==> config.mk <==
export PLATFORM = sky130hd
export DESIGN_NAME = mc_rfr_exec
export DESIGN_NICKNAME = d
export VERILOG_FILES = /design/src/rtl/mc_rfr_exec.sv
export SDC_FILE = /design/constraint.sdc
export NUM_CORES = 1
export LEC_CHECK = 0
export CORE_MARGIN = 8
export CORE_UTILIZATION = 25
export CTS_CLUSTER_DIAMETER = 100
export DETAILED_ROUTE_END_ITERATION = 7
export PLACE_DENSITY_LB_ADDON = 0.05
export SLEW_MARGIN = 40
export SYNTH_ARGS = -nofsm -noshare
export SYNTH_HDL_FRONTEND = slang
export SYNTH_SLANG_ARGS = --single-unit
==> constraint.sdc <==
create_clock -name clk -period 2.31 [get_ports clk]
set_input_delay 0.3465 -clock clk [delete_from_list [all_inputs] [get_ports clk]]
set_output_delay 0.3465 -clock clk [all_outputs]
set_load 0.005 [all_outputs]
==> src/rtl/mc_rfr_exec.sv <==
// mc_rfr_exec: refresh executor for the SDRAM memory controller.
//
// Answers the refresh timer's rfr_req/rfr_ack handshake. For each request it
// takes the SDRAM command bus, closes open rows with PRECHARGE-ALL, issues a
// programmable burst of AUTO-REFRESH commands while honouring tRP/tRFC, then
// acknowledges the request and releases the bus.
//
// Ports:
//   clk, rst_n           clock, asynchronous active-low reset
//   rfr_req / rfr_ack    refresh request (level) / one-cycle acknowledge
//   cs_need_rfr          chip selects that need refresh (latched at grant)
//   bank_open            per-CS "any row open" flags (latched at grant)
//   trp, trfc            precharge / refresh waits in cycles (sampled at load)
//   rfr_burst            number of AUTO-REFRESH commands minus one
//   bus_req / bus_gnt    command-bus request / grant
//   cs_n, ras_n, cas_n,
//   we_n, a10            registered SDRAM command
//   bank_clr             one-cycle pulse per precharged CS
//   rfr_busy             high whenever the executor is not idle
module mc_rfr_exec #(
    parameter int CW = 4
) (
    input  logic          clk,
    input  logic          rst_n,
    input  logic          rfr_req,
    output logic          rfr_ack,
    input  logic [7:0]    cs_need_rfr,
    input  logic [7:0]    bank_open,
    input  logic [CW-1:0] trp,
    input  logic [CW-1:0] trfc,
    input  logic [2:0]    rfr_burst,
    output logic          bus_req,
    input  logic          bus_gnt,
    output logic [7:0]    cs_n,
    output logic          ras_n,
    output logic          cas_n,
    output logic          we_n,
    output logic          a10,
    output logic [7:0]    bank_clr,
    output logic          rfr_busy
);

    typedef enum logic [2:0] {
        IDLE, ARB, PRE, TRP, REF, TRFC, ACK
    } state_e;

    state_e        state_q, state_d;
    logic [7:0]    need_q, need_d;    // chip selects to refresh
    logic [7:0]    open_q, open_d;    // chip selects to precharge
    logic [2:0]    burst_q, burst_d;  // refreshes minus one for this request
    logic [2:0]    bcnt_q, bcnt_d;    // refreshes already issued minus one
    logic [CW-1:0] wcnt_q, wcnt_d;    // tRP / tRFC countdown
    logic          last_q, last_d;    // final refresh issued; next expiry acks
    logic          ign_q;             // ignore rfr_req the cycle after ACK

    // Next-state logic. Outputs are decoded from state_d in the register
    // block so every command appears on the pins the cycle the state is entered.
    always_comb begin
        // NOTE: every variable gets a default first so no path leaves one
        // unassigned, which would otherwise infer a latch.
        state_d = state_q;
        need_d  = need_q;
        open_d  = open_q;
        burst_d = burst_q;
        bcnt_d  = bcnt_q;
        wcnt_d  = wcnt_q;
        last_d  = last_q;

        case (state_q)
            IDLE: begin
                if (rfr_req && !ign_q) state_d = ARB;
            end
            ARB: begin
                if (bus_gnt) begin
                    need_d  = cs_need_rfr;
                    open_d  = bank_open & cs_need_rfr;
                    burst_d = rfr_burst;
                    if (cs_need_rfr == 8'h00)                   state_d = ACK;
                    else if ((bank_open & cs_need_rfr) != 8'h00) state_d = PRE;
                    else                                         state_d = REF;
                end
            end
            PRE: begin
                if (trp != '0) begin
                    state_d = TRP;
                    wcnt_d  = trp;
                end else begin
                    state_d = REF;
                end
            end
            TRP: begin
                wcnt_d = wcnt_q - CW'(1);
                if (wcnt_q == CW'(1)) state_d = REF;
            end
            REF: begin
                if (bcnt_q < burst_q) begin
                    bcnt_d = bcnt_q + 3'd1;
                end else begin
                    last_d = 1'b1;
                end
                // The final refresh still waits out tRFC before the ack.
                if (trfc != '0) begin
                    state_d = TRFC;
                    wcnt_d  = trfc;
                end else if (bcnt_q < burst_q) begin
                    state_d = REF;
                end else begin
                    state_d = ACK;
                end
            end
            TRFC: begin
                wcnt_d = wcnt_q - CW'(1);
                if (wcnt_q == CW'(1)) state_d = last_q ? ACK : REF;
            end
            ACK: begin
                state_d = IDLE;
                bcnt_d  = 3'd0;
                last_d  = 1'b0;
            end
            default: state_d = IDLE;
        endcase
    end

    // State, latched request data and registered outputs.
    always_ff @(posedge clk or negedge rst_n) begin
        if (!rst_n) begin
            state_q  <= IDLE;
            need_q   <= 8'h00;
            open_q   <= 8'h00;
            burst_q  <= 3'd0;
            bcnt_q   <= 3'd0;
            wcnt_q   <= '0;
            last_q   <= 1'b0;
            ign_q    <= 1'b0;
            bus_req  <= 1'b0;
            rfr_ack  <= 1'b0;
            rfr_busy <= 1'b0;
            cs_n     <= 8'hFF;
            ras_n    <= 1'b1;
            cas_n    <= 1'b1;
            we_n     <= 1'b1;
            a10      <= 1'b0;
            bank_clr <= 8'h00;
        end else begin
            // NOTE: non-blocking assignments so every register samples the
            // pre-edge values and evaluation order inside the block is moot.
            state_q  <= state_d;
            need_q   <= need_d;
            open_q   <= open_d;
            burst_q  <= burst_d;
            bcnt_q   <= bcnt_d;
            wcnt_q   <= wcnt_d;
            last_q   <= last_d;
            ign_q    <= (state_q == ACK);
            bus_req  <= (state_d inside {ARB, PRE, TRP, REF, TRFC});
            rfr_ack  <= (state_d == ACK);
            rfr_busy <= (state_d != IDLE);

            // NOP unless the next state drives a command.
            cs_n     <= 8'hFF;
            ras_n    <= 1'b1;
            cas_n    <= 1'b1;
            we_n     <= 1'b1;
            a10      <= 1'b0;
            bank_clr <= 8'h00;
            case (state_d)
                PRE: begin
                    cs_n     <= ~open_d;
                    ras_n    <= 1'b0;
                    we_n     <= 1'b0;
                    a10      <= 1'b1;
                    bank_clr <= open_d;
                end
                REF: begin
                    cs_n  <= ~need_d;
                    ras_n <= 1'b0;
                    cas_n <= 1'b0;
                end
                default: ;
            endcase
        end
    end

endmodule
==> flow_summary.json <==
{
  "status": "finished clean",
  "p_sw_frac": 0.356,
  "nets": 279,
  "ctsResizeCount": 0,
  "arrival_ns": 2.23,
  "chipHeight_um": 107,
  "firstDrtPassIters": 4,
  "grtUsageMet3": 0.0335,
  "place.gp.congestion": 0.754,
  "num-fill-cells": 837,
  "num_vias": 1551,
  "avgSynthCellArea_um2": 11.6,
  "yosys.cell_types.count": 44,
  "route.detailed.drc": 0,
  "cp_cell_sequence": "ha_1 > or3b_2 > nor2_1 > nor3_1 > a21oi_4 > buf_12 > a31oi_1",
  "post-place-ws_ns": 0.0377,
  "ir_drop_v": 0.000371,
  "final-seq-area_um2": 1160,
  "crit_required_ns": 2.53,
  "startpoint_type": "flop",
  "crit_family": "simple AND/OR/NAND/NOR gates",
  "yosysSeqAreaShare": 0.559,
  "htree_levels": 2,
  "start_util": 0.256,
  "cp.depth": 7,
  "clock.fmax_ghz": 0.499,
  "power_density_nw_per_um2": 1120,
  "final_cell_area_um2": 2900,
  "wl_per_cell_um": 15.0,
  "grt_pass1_wl_um": 9060,
  "critPathCaptureType": "flop",
  "clkTransAtPathRegs_ns": 0.09,
  "dieArea_um2": 11500,
  "crit_type": "flop to flop",
  "viasPerCell": 4.44,
  "wl_um": 5250,
  "grt.total_usage": 0.0992,
  "multiInputGateArea_um2": 833,
  "synth_edf_count": 0,
  "syn-num-nets": 216,
  "cts_setup_buffers": 0,
  "die_w_um": 107,
  "synth_top_flop_cell": "dfrtp_1",
  "place_hpwl_um": 4070,
  "finalCritPeriodShare": 0.867,
  "ys.warnings.count": 0,
  "path_buf_inv": 1,
  "internal-power_w": 0.00208,
  "diodes": 0,
  "worst_slew_pin_slew_ns": 0.635,
  "syn-instance-count": 180,
  "row_count": 33,
  "holdCritPathClass": "input port to async pin",
  "fin_worst_skew_ns": 0.00625,
  "cts_buffers": 5,
  "root_buffer": "clkbuf_8",
  "ioPinCount": 54,
  "insertion_delay_ns": 0.30,
  "tns_ns": 0,
  "cts_tree": "yes",
  "hold_viol": 0,
  "coreArea_um2": 8130,
  "grt-ovfl-total": 0,
  "cpPeakStageDelay_ns": 0.53,
  "grt_use_met1": 0.125,
  "worst_slack_ns": 0.307,
  "dpl.cell_count": 341,
  "fin_crit_ns": 2.00,
  "cap_violations": 0,
  "placement.io_buffers": 53,
  "hold_buffers": 0,
  "p_leak_nw": 1.21,
  "ys_ff_latch": 46,
  "drtIter0Drc": 40,
  "layout-drive-gt1-share": 0.205,
  "syn2layout_area_growth_pct": 39.1,
  "report.final.slew_viol_count": 0,
  "fin_util": 0.356,
  "p_seq_frac": 0.392,
  "grt_max_degree": 27,
  "setup_viol": 0,
  "placed_area_um2": 2810,
  "cts.sinks": 46,
  "drtAntennaViolNets": 0,
  "fin_cells": 349,
  "clockBufferDepth": 2,
  "grt_util_met2": 0.158,
  "p_sw_w": 0.00115,
  "comb_power_share": 0.455,
  "r2r_cells": 7,
  "p_clk_frac": 0.153,
  "slew_headroom": 0.573,
  "async_flop_share": 1.00,
  "rsz0062_at_grt": "no",
  "path_max_fanout": 10,
  "slowest_stage": "nor3_1",
  "grt_pass1_vias": 1808,
  "netlist_area_um2": 2080,
  "grt.busiest_layer": "met2",
  "antenna_found_initial": 0
}
-- through the flow --
stage / total power, W / hold WS (ns)
after global routing: 0.00355 / 0.0293
final: 0.00324 / 0.000101
after floorplan: 0.00224 / 0.0509
after CTS: 0.00331 / 0.00974
after global placement: 0.00279 / 0.350
after detailed placement: 0.00279 / 0.344
-- power by group through the flow --
stage	Clock [W]	Sequential, W	Combinational, W
3_3_place_gp	0	0.00129	0.00151
3_5_place_dp	0	0.00128	0.00151
6_report	0.000496	0.00127	0.00147
2_1_floorplan	0	0.00121	0.00103
5_1_grt	0.000568	0.00131	0.00167
4_1_cts	0.000526	0.00127	0.00151
-- area by class of cell --
type,count,share of cell area
clock buffer,6,0.0251
multi-input combinational,118,0.288
tap,105,0.0454
timing repair buffer,65,0.226
sequential,46,0.402
clock inverter,2,0.00475
inverter,7,0.00908
-- synthesized netlist by cell type, drive strengths merged, types with 2 or more instances --
cell type  instances  area, um2
buf                8       53.8
o21ai              3       15.0
nand2             14       52.6
dfrtp             35        876
inv                7       26.3
a31oi             12       81.3
nand2b             5       31.3
xor2               3       26.3
ha                 5       62.6
nor3               4       25.0
a221oi             2       17.5
nor2              17       63.8
nand4              2       12.5
and3b              2       17.5
nand3              5       25.0
nand3b             3       26.3
nor4               2       12.5
a21oi              7       46.3
dfstp             11        289
or4                3       26.3
mux2i              4       40.0
nor3b              2       20.0
mux2              11        124
-- cell usage in the layout, fill, tap and decap left out, types with 2 or more instances in the layout --
master	synthesis	final
nor4_1	2	2
inv_1	7	7
a31oi_1	11	11
clkbuf_8	0	5
buf_12	0	3
and3b_1	2	2
or4_1	2	2
nand4_1	2	2
o21ai_0	3	3
nand3b_1	2	2
xor2_1	3	3
nor3_1	3	3
dfrtp_1	35	35
nand2_1	14	14
mux2_2	11	11
dfstp_2	11	11
a221oi_1	2	2
buf_4	3	9
nor2_1	17	17
ha_1	5	5
a21oi_1	6	6
clkdlybuf4s50_1	0	52
nand3_1	5	5
mux2i_1	4	4
nand2b_1	5	5
-- path summary, 6_finish.rpt --
kind,endpoint,start,slack [ns]
setup / recovery,cs_n[1]$_DFF_PN1_,wcnt_q[0]$_DFFE_PN0P_,0.31
min in group clk,need_q[7]$_DFF_PN0_,need_q[7]$_DFF_PN0_,0.51
hold / removal,bank_clr[4]$_DFF_PN0_,rst_n,0.0001
max in group asynchronous,cs_n[1]$_DFF_PN1_,rst_n,1.72
setup reg to reg,cs_n[1]$_DFF_PN1_,wcnt_q[0]$_DFFE_PN0P_,0.31
hold reg to reg,need_q[7]$_DFF_PN0_,need_q[7]$_DFF_PN0_,0.51
-- layer usage --
metal,share of wire,wire [um]
met5,0,0
met2,0.45,2380
met4,0.011,56
met1,0.47,2480
met3,0.061,321
-- kinds of logic (layout without fill, tap and decap cells) --
kind of cell             Yosys count  count (layout)  synth area share
AO/OA/AOI/OAI                     31              31             0.107
XOR/XNOR                           4               4            0.0168
adder cells (fa/ha/maj)            5               5            0.0300
buffers and inverters             16              80            0.0403
flip-flops                        46              46             0.559
multiplexers                      15              15            0.0787
AND/OR/NAND/NOR                   63              63             0.168
-- flip-flops by register name, indices dropped and copies added (netlist names) --
name / flops
bus_req: 1
rfr_ack: 1
ign_q: 1
wcnt_q: 4
need_q: 8
cas_n: 1
bank_clr: 8
a10: 1
bcnt_q: 3
ras_n: 1
burst_q: 3
state_q: 3
we_n: 1
rfr_busy: 1
cs_n: 8
last_q: 1
Power figures use the tool's default switching activity.
